===== config.mk =====
export PLATFORM = sky130hd
export DESIGN_NAME = snes_pad_reader
export DESIGN_NICKNAME = d
export VERILOG_FILES = /design/src/rtl/snes_pad_pkg.sv /design/src/rtl/pad_channel.sv /design/src/rtl/snes_pad_reader.sv
export SDC_FILE = /design/constraint.sdc
export NUM_CORES = 1
export LEC_CHECK = 0
export ABC_AREA = 1
export CAP_MARGIN = 20
export CORE_MARGIN = 3
export CORE_UTILIZATION = 55
export DETAILED_ROUTE_END_ITERATION = 8
export PLACE_DENSITY = 0.79
export SKIP_CTS_REPAIR_TIMING = 1
export SYNTH_ARGS = -nofsm -noshare
export SYNTH_HDL_FRONTEND = slang
export SYNTH_SLANG_ARGS = --single-unit
export TNS_END_PERCENT = 50

===== constraint.sdc =====
create_clock -name clk -period 1.8 [get_ports clk]
set_input_delay 0.36 -clock clk [delete_from_list [all_inputs] [get_ports clk]]
set_output_delay 0.36 -clock clk [all_outputs]
set_load 0.02 [all_outputs]

===== src/rtl/snes_pad_pkg.sv =====
// Shared types and constants for the SNES pad reader and its per-pad channels.
package snes_pad_pkg;

    // Frame sequencer states.
    typedef enum logic [2:0] {
        IDLE,
        LATCH,
        CLK_LOW,
        CLK_HIGH,
        DONE
    } padState_t;

    // Width of one pad's serial word.
    localparam int PAD_BITS = 16;

    // Button bit positions within a button word (1 = pressed).
    localparam int BTN_B      = 0;
    localparam int BTN_Y      = 1;
    localparam int BTN_SELECT = 2;
    localparam int BTN_START  = 3;
    localparam int BTN_UP     = 4;
    localparam int BTN_DOWN   = 5;
    localparam int BTN_LEFT   = 6;
    localparam int BTN_RIGHT  = 7;
    localparam int BTN_A      = 8;
    localparam int BTN_X      = 9;
    localparam int BTN_L      = 10;
    localparam int BTN_R      = 11;

    // First of the top bits that a real pad always reports as released.
    localparam int ID_LSB = 12;

    // A connected pad reports bits 12..15 released; a pulled-down (unplugged)
    // line makes every bit look pressed.
    function automatic logic isPresent(input logic [PAD_BITS-1:0] raw);
        return raw[PAD_BITS-1:ID_LSB] == '0;
    endfunction

endpackage


===== src/rtl/pad_channel.sv =====
// One pad's data path: input synchronizer, serial capture register and the
// published button / presence / sticky new-press state.
module pad_channel
    import snes_pad_pkg::*;
(
    input  logic                clk,
    input  logic                reset,
    input  logic                padData,
    input  logic                sampleStrobe,
    input  logic                commitStrobe,
    input  logic                pressClr,
    output logic [PAD_BITS-1:0] buttons,
    output logic [PAD_BITS-1:0] press,
    output logic                present
);

    logic [1:0]          syncReg;
    logic                padSync;
    logic [PAD_BITS-1:0] shiftReg;
    logic [PAD_BITS-1:0] raw;
    logic [PAD_BITS-1:0] nextButtons;
    logic [PAD_BITS-1:0] nextPress;
    logic                nextPresent;

    // Two-flop synchronizer for the asynchronous pad line; idles released (high).
    always_ff @(posedge clk) begin
        // NOTE: registered state always uses non-blocking assignment so every
        // flop samples pre-edge values regardless of block ordering.
        if (!reset) begin
            syncReg <= 2'b11;
        end else begin
            syncReg <= {syncReg[0], padData};
        end
    end

    assign padSync = syncReg[1];

    // Serial capture: bit k arrives on the k-th sample strobe and shifts in
    // from the top, so after a full frame bit 0 sits at position 0.
    always_ff @(posedge clk) begin
        // NOTE: the capture register is reset only to keep it out of X; every
        // frame overwrites all of its bits before they are ever committed.
        if (!reset) begin
            shiftReg <= '1;
        end else if (sampleStrobe) begin
            shiftReg <= {padSync, shiftReg[PAD_BITS-1:1]};
        end
    end

    // Decode the captured word and build the next published state.
    always_comb begin
        // NOTE: every combinational output gets a value on every path here,
        // otherwise synthesis would infer a latch to hold the old one.
        raw         = ~shiftReg;
        nextPresent = isPresent(raw);
        nextButtons = nextPresent ? raw : '0;
        nextPress   = press & ~{PAD_BITS{pressClr}};
        if (commitStrobe) begin
            nextPress = nextPress | (nextButtons & ~buttons);
        end
    end

    // Published outputs: press clears any cycle, frame results land only on commit.
    always_ff @(posedge clk) begin
        if (!reset) begin
            buttons <= '0;
            press   <= '0;
            present <= 1'b0;
        end else begin
            press <= nextPress;
            if (commitStrobe) begin
                buttons <= nextButtons;
                present <= nextPresent;
            end
        end
    end

endmodule


===== src/rtl/snes_pad_reader.sv =====
// Polls two SNES pads at a fixed rate: one frame sequencer drives the shared
// latch / shift clock and strobes both channels to sample and commit.
module snes_pad_reader
    import snes_pad_pkg::*;
#(
    parameter int POLL_DIV     = 416667,
    parameter int LATCH_CYCLES = 300,
    parameter int HALF_CYCLES  = 150,
    parameter int NUM_BITS     = 16
) (
    input  logic        clk,
    input  logic        reset,
    input  logic [1:0]  pad_data,
    output logic        pad_latch,
    output logic        pad_clk,
    output logic [15:0] buttons0,
    output logic [15:0] buttons1,
    output logic [1:0]  pad_present,
    output logic [15:0] press0,
    output logic [15:0] press1,
    input  logic [1:0]  press_clr,
    output logic        frame_done
);

    localparam int POLL_W    = $clog2(POLL_DIV);
    localparam int PHASE_MAX = (LATCH_CYCLES > HALF_CYCLES) ? LATCH_CYCLES : HALF_CYCLES;
    localparam int PHASE_W   = $clog2(PHASE_MAX + 1);
    localparam int BIT_W     = $clog2(NUM_BITS + 1);

    padState_t          state;
    logic [POLL_W-1:0]  pollCount;
    logic               pollWrap;
    logic [PHASE_W-1:0] phaseCount;
    logic [BIT_W-1:0]   bitIdx;
    logic               phaseLast;
    logic               sampleStrobe;
    logic               commitStrobe;

    assign pollWrap     = (pollCount == POLL_W'(POLL_DIV - 1));
    assign phaseLast    = (phaseCount == '0);
    assign sampleStrobe = phaseLast && ((state == LATCH) || (state == CLK_HIGH));
    assign commitStrobe = (state == DONE);

    // Free-running poll divider; its wrap requests a new frame.
    always_ff @(posedge clk) begin
        if (!reset) begin
            pollCount <= '0;
        end else if (pollWrap) begin
            pollCount <= '0;
        end else begin
            pollCount <= pollCount + 1'b1;
        end
    end

    // Frame sequencer with registered pad_latch / pad_clk / frame_done.
    always_ff @(posedge clk) begin
        if (!reset) begin
            state      <= IDLE;
            phaseCount <= '0;
            bitIdx     <= '0;
            pad_latch  <= 1'b0;
            pad_clk    <= 1'b1;
            frame_done <= 1'b0;
        end else begin
            frame_done <= 1'b0;
            unique case (state)
                IDLE: begin
                    // A wrap seen in any other state is dropped on purpose.
                    if (pollWrap) begin
                        state      <= LATCH;
                        pad_latch  <= 1'b1;
                        phaseCount <= PHASE_W'(LATCH_CYCLES - 1);
                    end
                end
                LATCH: begin
                    if (phaseLast) begin
                        state      <= CLK_LOW;
                        pad_latch  <= 1'b0;
                        pad_clk    <= 1'b0;
                        bitIdx     <= BIT_W'(1);
                        phaseCount <= PHASE_W'(HALF_CYCLES - 1);
                    end else begin
                        phaseCount <= phaseCount - 1'b1;
                    end
                end
                CLK_LOW: begin
                    if (phaseLast) begin
                        state      <= CLK_HIGH;
                        pad_clk    <= 1'b1;
                        phaseCount <= PHASE_W'(HALF_CYCLES - 1);
                    end else begin
                        phaseCount <= phaseCount - 1'b1;
                    end
                end
                CLK_HIGH: begin
                    if (phaseLast) begin
                        if (bitIdx == BIT_W'(NUM_BITS - 1)) begin
                            state <= DONE;
                        end else begin
                            state      <= CLK_LOW;
                            pad_clk    <= 1'b0;
                            bitIdx     <= bitIdx + 1'b1;
                            phaseCount <= PHASE_W'(HALF_CYCLES - 1);
                        end
                    end else begin
                        phaseCount <= phaseCount - 1'b1;
                    end
                end
                DONE: begin
                    // Channels commit on this same edge, so the pulse lines up
                    // with the freshly published words.
                    state      <= IDLE;
                    frame_done <= 1'b1;
                end
                default: begin
                    state <= IDLE;
                end
            endcase
        end
    end

    pad_channel u_pad0 (
        .clk          (clk),
        .reset        (reset),
        .padData      (pad_data[0]),
        .sampleStrobe (sampleStrobe),
        .commitStrobe (commitStrobe),
        .pressClr     (press_clr[0]),
        .buttons      (buttons0),
        .press        (press0),
        .present      (pad_present[0])
    );

    pad_channel u_pad1 (
        .clk          (clk),
        .reset        (reset),
        .padData      (pad_data[1]),
        .sampleStrobe (sampleStrobe),
        .commitStrobe (commitStrobe),
        .pressClr     (press_clr[1]),
        .buttons      (buttons1),
        .press        (press1),
        .present      (pad_present[1])
    );

endmodule


### Word-level counts from Yosys, hierarchy flattened

Index checks and enable logic that the tools add are counted.

| storage, ports and cells | value |
|---|---|
| word-level logic and storage cells | 89 |
| register bits | 141 |
| input bits | 6 |
| output and inout bits | 69 |

| cells by class | value |
|---|---|
| equality and inequality tests | 12 |
| muxes and demuxes | 27 |
| reduce and logical (&&, ||, !) cells | 17 |
| add/subtract/negate cells | 3 |
| bitwise logic cells | 13 |

Operators by type and width:

| kind | count |
|---|---|
| 16-bit inverter | 6 |
| 16-bit AND | 4 |
| 16-bit two-way mux | 4 |
| 9-bit two-way mux | 4 |
| 16-bit OR | 2 |
| 9-bit case mux with 3 select lines | 1 |
| 19-bit by 1-bit adder with 19-bit output, second input constant | 1 |
| 19-bit == test, second input constant | 1 |
| 3-bit two-way mux | 5 |
| 5-bit two-way mux | 3 |
| 3-bit case mux with 4 select lines | 1 |
| 2-bit inequality test, second input constant | 5 |
| 5-bit case mux with 2 select lines | 1 |
| 9-bit logical NOT | 1 |
| 9-bit by 1-bit subtractor with 9-bit output, second input constant | 1 |
| 4-bit logical NOT | 2 |
| 4-bit AND reduction | 2 |
| 3-bit by 2-bit == test with 1-bit output, second input constant | 2 |
| 1-bit two-way mux | 6 |
| 3-bit AND reduction | 2 |
| 3-bit nonzero test | 2 |
| 5-bit by 1-bit adder with 5-bit output, second input constant | 1 |
| 5-bit by 4-bit == test with 1-bit output, second input constant | 1 |
| 5-bit AND reduction | 1 |
| 11 further kinds | 13 |

### Depth between registers and ports, before layout

Gate-level depths: netlist (run 1).

| logic depth | value |
|---|---|
| word-level depth | 6 |
| mapped depth | 12 |
| gate-level depth less buffers | 12 |

### Cells and area by module

Synthesis (run 1) repeated with hierarchy kept, for this count alone.

| unflattened totals | value |
|---|---|
| cell total of the unflattened synthesis | 780 |
| area, all modules | 5,815.6 sq um |

Modules (own cells, without submodules):

| module | area each (sq um) | sequential area each (sq um) | times used | cells each |
|---|---|---|---|---|
| pad_channel | 1,825.5 | 1,021.0 | 2 | 236 |
| snes_pad_reader | 2,164.6 | 780.7 | 1 | 308 |

### Least setup slack after synthesis (run 1)

Ideal clock, no wire load.

| timing path | value |
|---|---|
| kind | reg2reg |
| start point | reg phaseCount[0] |
| end point | reg u_pad0.shiftReg[2] |
| setup time | 147 ps |
| path buffers | 2 |
| required time | 1,653 ps |
| slack | 254 ps |
| clock period less this slack | 1,546 ps |
| arrival time | 1,399 ps |
| cell stages (with the launch flop) | 10 |
| cells stage by stage | dfxtp_1 -> inv_1 -> ha_1 -> nand2_2 -> nor2_4 -> nand2_4 -> nor2_8 -> buf_8 -> buf_8 -> o211ai_1 |

| between the ends | value |
|---|---|
| longest elaborated chain between the ends | 2 |

RTL lines:

| element | RTL line | source |
|---|---|---|
| from (decl) | snes_pad_reader.sv:33 | `logic [PHASE_W-1:0] phaseCount;` |
| from (signal assigned) | snes_pad_reader.sv:72 | `phaseCount <= PHASE_W'(LATCH_CYCLES - 1);` |
| from (signal assigned) | snes_pad_reader.sv:81 | `phaseCount <= PHASE_W'(HALF_CYCLES - 1);` |
| from (signal assigned) | snes_pad_reader.sv:83 | `phaseCount <= phaseCount - 1'b1;` |
| 9-bit logical NOT | snes_pad_reader.sv:40 | `assign phaseLast = (phaseCount == '0);` |
| 1-bit logical AND | snes_pad_reader.sv:41 | `assign sampleStrobe = phaseLast && ((state == LATCH) \|\| (state == CLK_HIGH));` |
| to (signal assigned) | pad_channel.sv:46 | `shiftReg <= {padSync, shiftReg[PAD_BITS-1:1]};` |
| to (decl) | pad_channel.sv:19 | `logic [PAD_BITS-1:0] shiftReg;` |

Every way passes these cells.
A chain may end at the register's enable or synchronous reset.

### Final worst setup path (run 1)

| timing path | value |
|---|---|
| start point | reg phaseCount[0] |
| end point | reg u_pad1.shiftReg[6] |

| between the ends | value |
|---|---|
| longest elaborated chain between the ends | 2 |

RTL lines:

| element | RTL line |
|---|---|
| 9-bit logical NOT | snes_pad_reader.sv:40 |
| 1-bit logical AND | snes_pad_reader.sv:41 |
| to (signal assigned) | pad_channel.sv:46 |
| to (decl) | pad_channel.sv:19 |

Every way passes these cells.

==> metrics, run 1 <==
simple-gate share of the synthesized area about a quarter; total wire length between 10 and 15 mm; number of distinct library cells after synthesis 38; delay-heaviest family, CP simple AND/OR/NAND/NOR gates; Mapped Area roughly 5700 um^2; Placed Cells about 880; Clock H-tree levels 4; Synth area leaders dfxtp_1 (50%), nand2_1 (10%), inv_1 (6.0%); wire length per cell around 14 um; Post-Synth Adder-Cell Area ~1.1%; # DRC 0; Max FO, Critical Path 56; peak supply drop about 0.90 mV; Pwr Density between 1000 and 1500 nW/um^2; Async SR Flop Fraction 0%; share of cells above drive strength 1 ~15%; fin crit period 1720 ps; Ys Warns 0; fin cells a little over 900; WP data arrival approximately 2200 ps; Least-Margin Pin Slew approximately 350 ps; Place WS just over 60 ps; Synth Flop Type dfxtp_1; crit path cell chain inv_1 -> ha_4 -> nand2_2 -> nor2_4 -> nand2_4 -> nor2_8 -> buf_16 -> nand2_1 -> o211ai_1; Final HPWL DP about 8.0 mm; Skew-Pair Late Insertion Delay ~530 ps; Initial DRT Pass Iterations 5; crit start category flip-flop; Synth Register Bits roughly 140; CP peak stage delay around 300 ps; Fmax achieved 581 MHz; post-synthesis xor/xnor area fraction 1.24%; Global Route Usage Sum between 20% and 30%; WP buf/inv 2; CTS tree done; fin crit share a little over nine tenths; port bufs 74; count leader, synth nand2_1; NumNets Final approximately 780; largest family of logic cells by synthesized area simple AND/OR/NAND/NOR gates; Antenna Nets Post-Route 0; CP max-delay cell dfxtp_1; Die Wd 108 um; Sink Count between 100 and 150; first-pass GRT wire length slightly above 20 mm; Synth Instances 693; Rows 36; area leader, netlist dfxtp_1; Yosys top cell area share about half; initial antenna violation count 0; Iteration-0 DRC Markers 266; Crit Path Class reg -> reg; Setup WS post-layout 78.8 ps; setup-violating endpoint count in the final report 0; pins over their slew limit 0; placed cell area ~6500 um^2; largest net degree at the start of global routing 57; commonest cells in the netlist nand2_1 (152), dfxtp_1 (141), inv_1 (90); core box area between 9000 and 10,000 um^2; CTS Buf Count 17; EDFF count, synth 0; sequential share of the synthesized area about half; crit end category flip-flop; # fillers 676; Slew headroom 76.4%; mux cell area share after synthesis 0%; die height about 110 um; Fin Clk Skew 8.42 ps; required time of the critical path between 2000 and 2500 ps; syn nets between 700 and 800; fin util roughly 75%; Final Hold Fails 0; GPL Wtd Cong approximately 0.86; DIE AREA about 12,000 um^2; Clock Path Buffers 2; Vias per Instance between 5 and 6; leak pwr 0.00405 uW; Ant. Diodes 0; Synth Area in Compound Gates approximately an eighth; CTS clk-pin slew, worst paths about 60 ps; status finished, final reports clean; # IOs between 70 and 80; Mapped Avg Cell Area about 8.2 um^2; HP Class in -> reg; vias in the first global route between 4,000 and 5,000; Vias 4,784; root buf cell clkbuf_8; starting density of the core between 50 and 60%; post-route cell area around 7400 um^2; Hold Slack around 260 ps; Area Overhead vs Synth 30.5%; grt total ovfl 0; max cap viols 0
==> power breakdown <==
part	leakage [uW]	internal [uW]	switching, uW	total (uW)
clock network	0.000312	2540	1330	3860
logic	0.00260	573	1090	1670
registers	0.00114	3390	193	3580
total	0.00405	6500	2610	9110
==> flip-flops by register name (all words and copies together), names as in the netlist, 2 cells and up <==
name	flops
pollCount	19
u_pad0.buttons	16
u_pad0.press	16
u_pad0.shiftReg	16
u_pad1.buttons	16
u_pad1.press	16
u_pad1.shiftReg	16
phaseCount	9
bitIdx	5
state	3
u_pad0.syncReg	2
u_pad1.syncReg	2
==> cells in the final DEF, fill, tap and decap left out, types with 22 or more instances in the layout <==
master | Yosys | routed
nand2_1 | 152 | 151
nand2_2 | 20 | 22
o32ai_1 | 24 | 24
a21oi_1 | 46 | 46
nand3_1 | 23 | 23
dlymetal6s2s_1 | 0 | 69
dfxtp_1 | 141 | 139
inv_1 | 90 | 89
nor2_1 | 63 | 62
==> cell families after synthesis <==
family                   Yosys count
AND/OR/NAND/NOR                  308
XOR/XNOR                           8
AO/OA/AOI/OAI                    105
flip-flops                       141
adder cells (fa/ha/maj)            5
buffers and inverters            126
==> through the flow <==
stage          power (uW)  setup TNS [ps]
2_1_floorplan        4980               0
3_3_place_gp         5180               0
3_5_place_dp         5220               0
4_1_cts              9090           -3600
5_1_grt              9530           -92.5
6_report             9110               0
==> tightest hold or removal path, cell delays in order <==
cell and delay [ps]:
buf_2 130, inv_2 150, o32ai_1 110
==> area by class of cell <==
cell class | instances | area [um^2] | area share, %
clock inverters | 13 | 239 | 3.23
inverters | 96 | 365 | 4.94
multi-input cells | 427 | 2330 | 31.5
well taps | 133 | 166 | 2.25
flip-flops and latches | 141 | 2830 | 38.2
repair buffers | 89 | 1050 | 14.2
clock buffers | 18 | 418 | 5.65
==> routing by layer <==
metal	global-route usage [%]	vias up	share of wire, %
met3	6.06	27	4.3
met2	37.3	104	51
li1	-	2398	-
met4	7.94	0	1.6
met1	26.5	2255	43
met5	0	-	0
==> final timing paths <==
path	startpoint	to	slack (ps)	cells after the start
max	phaseCount[0]$_SDFFE_PN0P_	u_pad1.shiftReg[6]$_SDFFE_PN1P_	80	9
min	reset	u_pad0.press[0]$_SDFF_PN0_	260	3
max reg2reg	phaseCount[0]$_SDFFE_PN0P_	u_pad1.shiftReg[6]$_SDFFE_PN1P_	80	9
min reg2reg	u_pad1.syncReg[0]$_SDFF_PN1_	u_pad1.syncReg[1]$_SDFF_PN1_	410	1
No activity file was read; power rests on OpenSTA's default activity.
==> run 2, diff against run 1 <==
CORE_UTILIZATION = 59   (was 55)
PLACE_DENSITY = 0.84   (was 0.79)
SKIP_CTS_REPAIR_TIMING = default   (was 1)
clock period = 2 ns   (was 1.8 ns; I/O delays follow)
==> metrics, run 2 (same netlist as run 1, synthesis figures left out) <==
status finished, final reports clean; PostCTS Resize Cnt 0; # IOs 75; max cap viols 0; pins over their slew limit 0; grt total ovfl 0; Least-Margin Pin Slew approximately 580 ps; NumNets Final between 700 and 800; max reg flops 19; most common cell after layout, fill and taps aside nand2_1; Rows 35; Vias per Instance between 5 and 6; fin crit period 1900 ps; Final HPWL DP between 8 and 9 mm; Clock H-tree levels 4; grt met1 use 27.2%; setup repair bufs after CTS 0; setup TNS 0 ps; post-route cell area between 6000 and 7000 um^2; Initial DRT Pass Iterations 5; met3 Resource Use GR approximately 4.8%; # DRC 0; CTS tree done; fin crit share between 90% and 100%; WP data arrival 1500 ps; busiest grt layer met2; fin util around 75%; Area Overhead vs Synth 23.3%; Max FO, Critical Path 3; Reg-to-Reg Start state[1]$_SDFFE_PN0P_; crit start category flip-flop; CTS Buf Count 17; required time of the critical path 1600 ps; most frequent cells in the layout nand2_1 (152), dfxtp_1 (141), inv_1 (89), clkdlybuf4s50_1 (73), nor2_1 (63); wire length per cell around 13 um; Sink Count about 140; peak supply drop around 0.66 mV; initial antenna violation count 0; die height between 100 and 150 um; root buf cell clkbuf_8; Ant. Diodes 0; first-pass GRT wire length 21.0 mm; Slew headroom 61.3%; WP depth 1; Worst setup endpoint buttons0[1]; core box area between 9000 and 10,000 um^2; total wire length approximately 12 mm; HP Class in -> reg; Design Power roughly 7500 uW; Final Hold Fails 0; Global Route Usage Sum 23.1%; Hold Path Origin reset; RSZ-0062 raised after global routing no; RR Endpoint u_pad0.press[1]$_SDFF_PN0_; CTS Hold Buffers Added 0; leak pwr 0.00268 uW; Skew-Pair Late Insertion Delay about 510 ps; CTS clk-pin slew, worst paths 60 ps; Die Wd ~100 um; Fin Clk Skew a little under 8 ps; DIE AREA about 11,000 um^2; CP startpoint u_pad0.buttons[1]$_SDFFE_PN0P_; crit end category output pin; port bufs 74; setup-violating endpoint count in the final report 0; Clock Path Buffers 2; Iteration-0 DRC Markers approximately 310; WP buf/inv 1; vias in the first global route 4,668; Pwr Density around 1100 nW/um^2; Vias between 4,000 and 5,000; FF-to-FF path depth 5; met2 Use GR about two fifths; share of cells above drive strength 1 about 14%; delay-heaviest family, CP buffers and inverters; Reg with most FFs pollCount; largest net degree at the start of global routing 57; CP peak stage delay ~620 ps; Crit Path Class reg -> out; r2r setup slk approximately 190 ps; CP max-delay cell clkdlybuf4s50_1; Fmax achieved 525 MHz; crit path cell chain clkdlybuf4s50_1; GPL Wtd Cong between 0.8 and 0.9; Antenna Nets Post-Route 0; starting density of the core between 60% and 70%; placed cell area 6440 um^2
[run 2: cell types whose count changed in the layout (fill, tap and decap cells not counted), moves of 3 or more]
cell	before	now
inv_8	0	4
buf_4	13	7
clkdlybuf4s50_1	4	73
dlymetal6s2s_1	69	0
clkinv_4	4	1
inv_6	2	5
bufinv_16	6	0
[run 2: area by class of cell]
cell class	instances	area, um^2
sequential	141	2820
timing repair buffer	82	808
multi-input combinational	426	2290
inverter	96	360
tap	129	161
clock inverter	14	128
clock buffer	18	418
fill	671	2290
[run 2: stage by stage]
step / cells / setup WS (ps) / hold slack (ps)
finish: 906 / 96.4 / 324
CTS: 906 / 70.0 / 311
floorplan: 693 / 454 / 393
global route: 906 / 2.47 / 345
global placement: 874 / 347 / 398
detailed placement: 874 / 226 / 409
[run 2: worst min path at each step]
stage	end	slack, ps	depth (start not counted)
4_1_cts	u_pad0.present$_SDFFE_PN0P_	310	3
5_1_grt	u_pad0.buttons[3]$_SDFFE_PN0P_	350	3
3_5_place_dp	u_pad0.syncReg[1]$_SDFF_PN1_	410	1
3_3_place_gp	u_pad1.syncReg[1]$_SDFF_PN1_	400	1
2_1_floorplan	u_pad0.syncReg[1]$_SDFF_PN1_	390	1
6_report	u_pad0.present$_SDFFE_PN0P_	320	3
[run 2: metal layers]
metal,wire [um],vias up
met5,0,-
met1,5040,2218
met2,6010,131
met4,261,0
met3,533,29
li1,-,2383
[run 2: tightest hold or removal path: stages]
cell	delay [ps]
buf_2	150
inv_2	130
nor2_1	120
[run 2: power breakdown]
group	internal [uW]	total, uW	switching [uW]	leakage (uW)
combinational	482	1470	986	0.00128
sequential	3040	3220	170	0.00114
clock	1580	2860	1280	0.000257
==> run 3, diff against run 2 <==
CORE_UTILIZATION = 43   (was 59)
CTS_BUF_LIST = sky130_fd_sc_hd__clkbuf_4 sky130_fd_sc_hd__clkbuf_8   (was default)
PLACE_DENSITY = 0.66   (was 0.84)
clock period = 1.6 ns   (was 2 ns; I/O delays follow)
==> metrics, run 3 (same netlist as run 1, synthesis figures left out) <==
Reg with most FFs pollCount; core box area roughly 13,000 um^2; root buf cell clkbuf_8; grt total ovfl 0; # IOs 75; combinational share of power about a quarter; crit end category flip-flop; Crit Path Class reg -> reg; die height about 120 um; Fmax achieved 617 MHz; Least-Margin Pin Slew between 300 and 400 ps; fin crit share 101%; max reg flops 19; Flop pwr share approximately 44%; worst hold path depth 3; busiest grt layer met2; CTS clk-pin slew, worst paths 80 ps; Final Hold Fails 0; Fin Clk Skew about 11 ps; Sw Ratio between 30% and 40%; Area Overhead vs Synth 26.4%; placed cell area 6650 um^2; Slew headroom 77.1%; post-route cell area roughly 7200 um^2; Max FO, Critical Path 7; CTS tree done; vias in the first global route 4,418; Sequential Area about 2800 um^2; starting density of the core between 40% and 50%; peak supply drop roughly 0.67 mV; most frequent cells in the layout nand2_1 (146), dfxtp_1 (136), inv_1 (87), dlygate4sd2_1 (69), nor2_1 (61); required time of the critical path 1930 ps; Rows 41; status complete, but fails checks; most common cell after layout, fill and taps aside nand2_1; initial antenna violation count 0; total wire length 11.9 mm; CTS Buf Count 17; Design Power 9080 uW; Setup WS post-layout -22.0 ps; Antenna Nets Post-Route 0; WP data arrival about 2000 ps; Initial DRT Pass Iterations 7; met3 Resource Use GR between 4 and 5%; Iteration-0 DRC Markers approximately 300; violated checks negative setup slack; FF-to-FF path depth 12; met2 Use GR between 20 and 30%; # fillers 1,216; Ant. Diodes 0; RSZ-0062 raised after global routing yes; GPL Wtd Cong between 0.8 and 0.9; Clock power frac a little under a third; DIE AREA roughly 15,000 um^2; max cap viols 0; Vias roughly 4,700; pins over their slew limit 0; NumNets Final 797; fin crit period 1620 ps; HP Class in -> reg; Clock H-tree levels 4; port bufs 74; leak pwr 0.00310 uW; switching power a little under 3000 uW; Multi-input gate area roughly 2400 um^2; Global Route Usage Sum around 16%; internal power 6160 uW; crit start category flip-flop; first-pass GRT wire length roughly 19 mm; setup-violating endpoint count in the final report 7; Final HPWL DP between 7 and 8 mm; Pwr Density 1270 nW/um^2; largest net degree at the start of global routing 39; Die Wd roughly 120 um; grt met1 use a little under a fifth; Vias per Instance 4.86; Clock Path Buffers 2; # DRC 0; Sink Count ~140; r2r setup slk -20 ps; wire length per cell 12.3 um; Skew-Pair Late Insertion Delay 440 ps; share of cells above drive strength 1 a little under a fifth
==> run 3: cell count changes in the layout (fill, tap and decap cells not counted), sizes merged <==
cell / change
clkbuf: +3
nand2: +1
bufinv: +2
inv: -7
clkdlybuf4s50: -69
clkinv: +4
buf: +20
dlygate4sd2: +69
clkinvlp: -1
==> run 3: final timing paths <==
path	startpoint	endpoint
max reg2reg	bitIdx[1]$_SDFFE_PN0P_	phaseCount[3]$_SDFFE_PN0P_
min	reset	u_pad0.syncReg[1]$_SDFF_PN1_
min reg2reg	u_pad1.syncReg[0]$_SDFF_PN1_	u_pad1.syncReg[1]$_SDFF_PN1_
max	bitIdx[1]$_SDFFE_PN0P_	phaseCount[3]$_SDFFE_PN0P_
==> run 3: worst max-delay path, cell delays in order, from the launching register on <==
cell and delay [ps]:
dfxtp_4 370, ha_4 130, and3_4 190, ha_4 130
nand2_4 50, nor2_4 80, nand3_1 90, nand2_2 120
clkinv_4 110, nand2_4 100, nand2_1 60, nand2_1 60
nor2_1 40
==> run 3: cell type report <==
type | count | area share [%]
Sequential cell | 141 | 39.5
Multi-Input combinational cell | 427 | 33.7
Timing Repair Buffer | 103 | 13.1
Inverter | 96 | 5.10
Clock buffer | 20 | 3.67
Tap cell | 172 | 3.00
Clock inverter | 12 | 1.90
==> run 3: metrics by stage <==
| stage | setup WS (ps) | utilization, % | cells | hold slack (ps) | TNS, ps |
|---|---|---|---|---|---|
| 2_1_floorplan | 53.9 | - | 693 | 393 | 0 |
| 3_3_place_gp | -31.2 | 52.0 | 932 | 397 | -31.2 |
| 3_5_place_dp | -59.4 | 52.0 | 932 | 403 | -433 |
| 4_1_cts | -48.1 | 54.5 | 964 | 211 | -334 |
| 5_1_grt | -109 | 56.1 | 971 | 237 | -1920 |
| 6_report | -22.0 | 56.1 | 971 | 243 | -68.2 |
==> run 3: layer usage <==
metal	wire length, um	vias to the layer above	part of all wire [%]
met4	136	0	1.1
met5	0	-	0
met3	451	15	3.8
li1	-	2424	-
met1	5400	2196	45
met2	5940	88	50
==> run 3: power by group through the flow <==
stage | combinational, uW | sequential [uW] | clock, uW
after floorplan | 1560 | 4040 | 0
after global placement | 1820 | 4070 | 0
after detailed placement | 1880 | 4080 | 0
after CTS | 1880 | 4000 | 2920
after global routing | 2500 | 4040 | 3050
final | 2240 | 4010 | 2830
==> run 3: what timing repair did <==
item / CTS / global route
gates cloned: 0 / 3
setup buffers: 0 / 4
hold endpoints to repair: 0 / 0
pin swaps: 1 / 10
endpoints found under the setup margin: 79 / 73
hold buffers: 0 / 0
resized for setup: 71 / 33
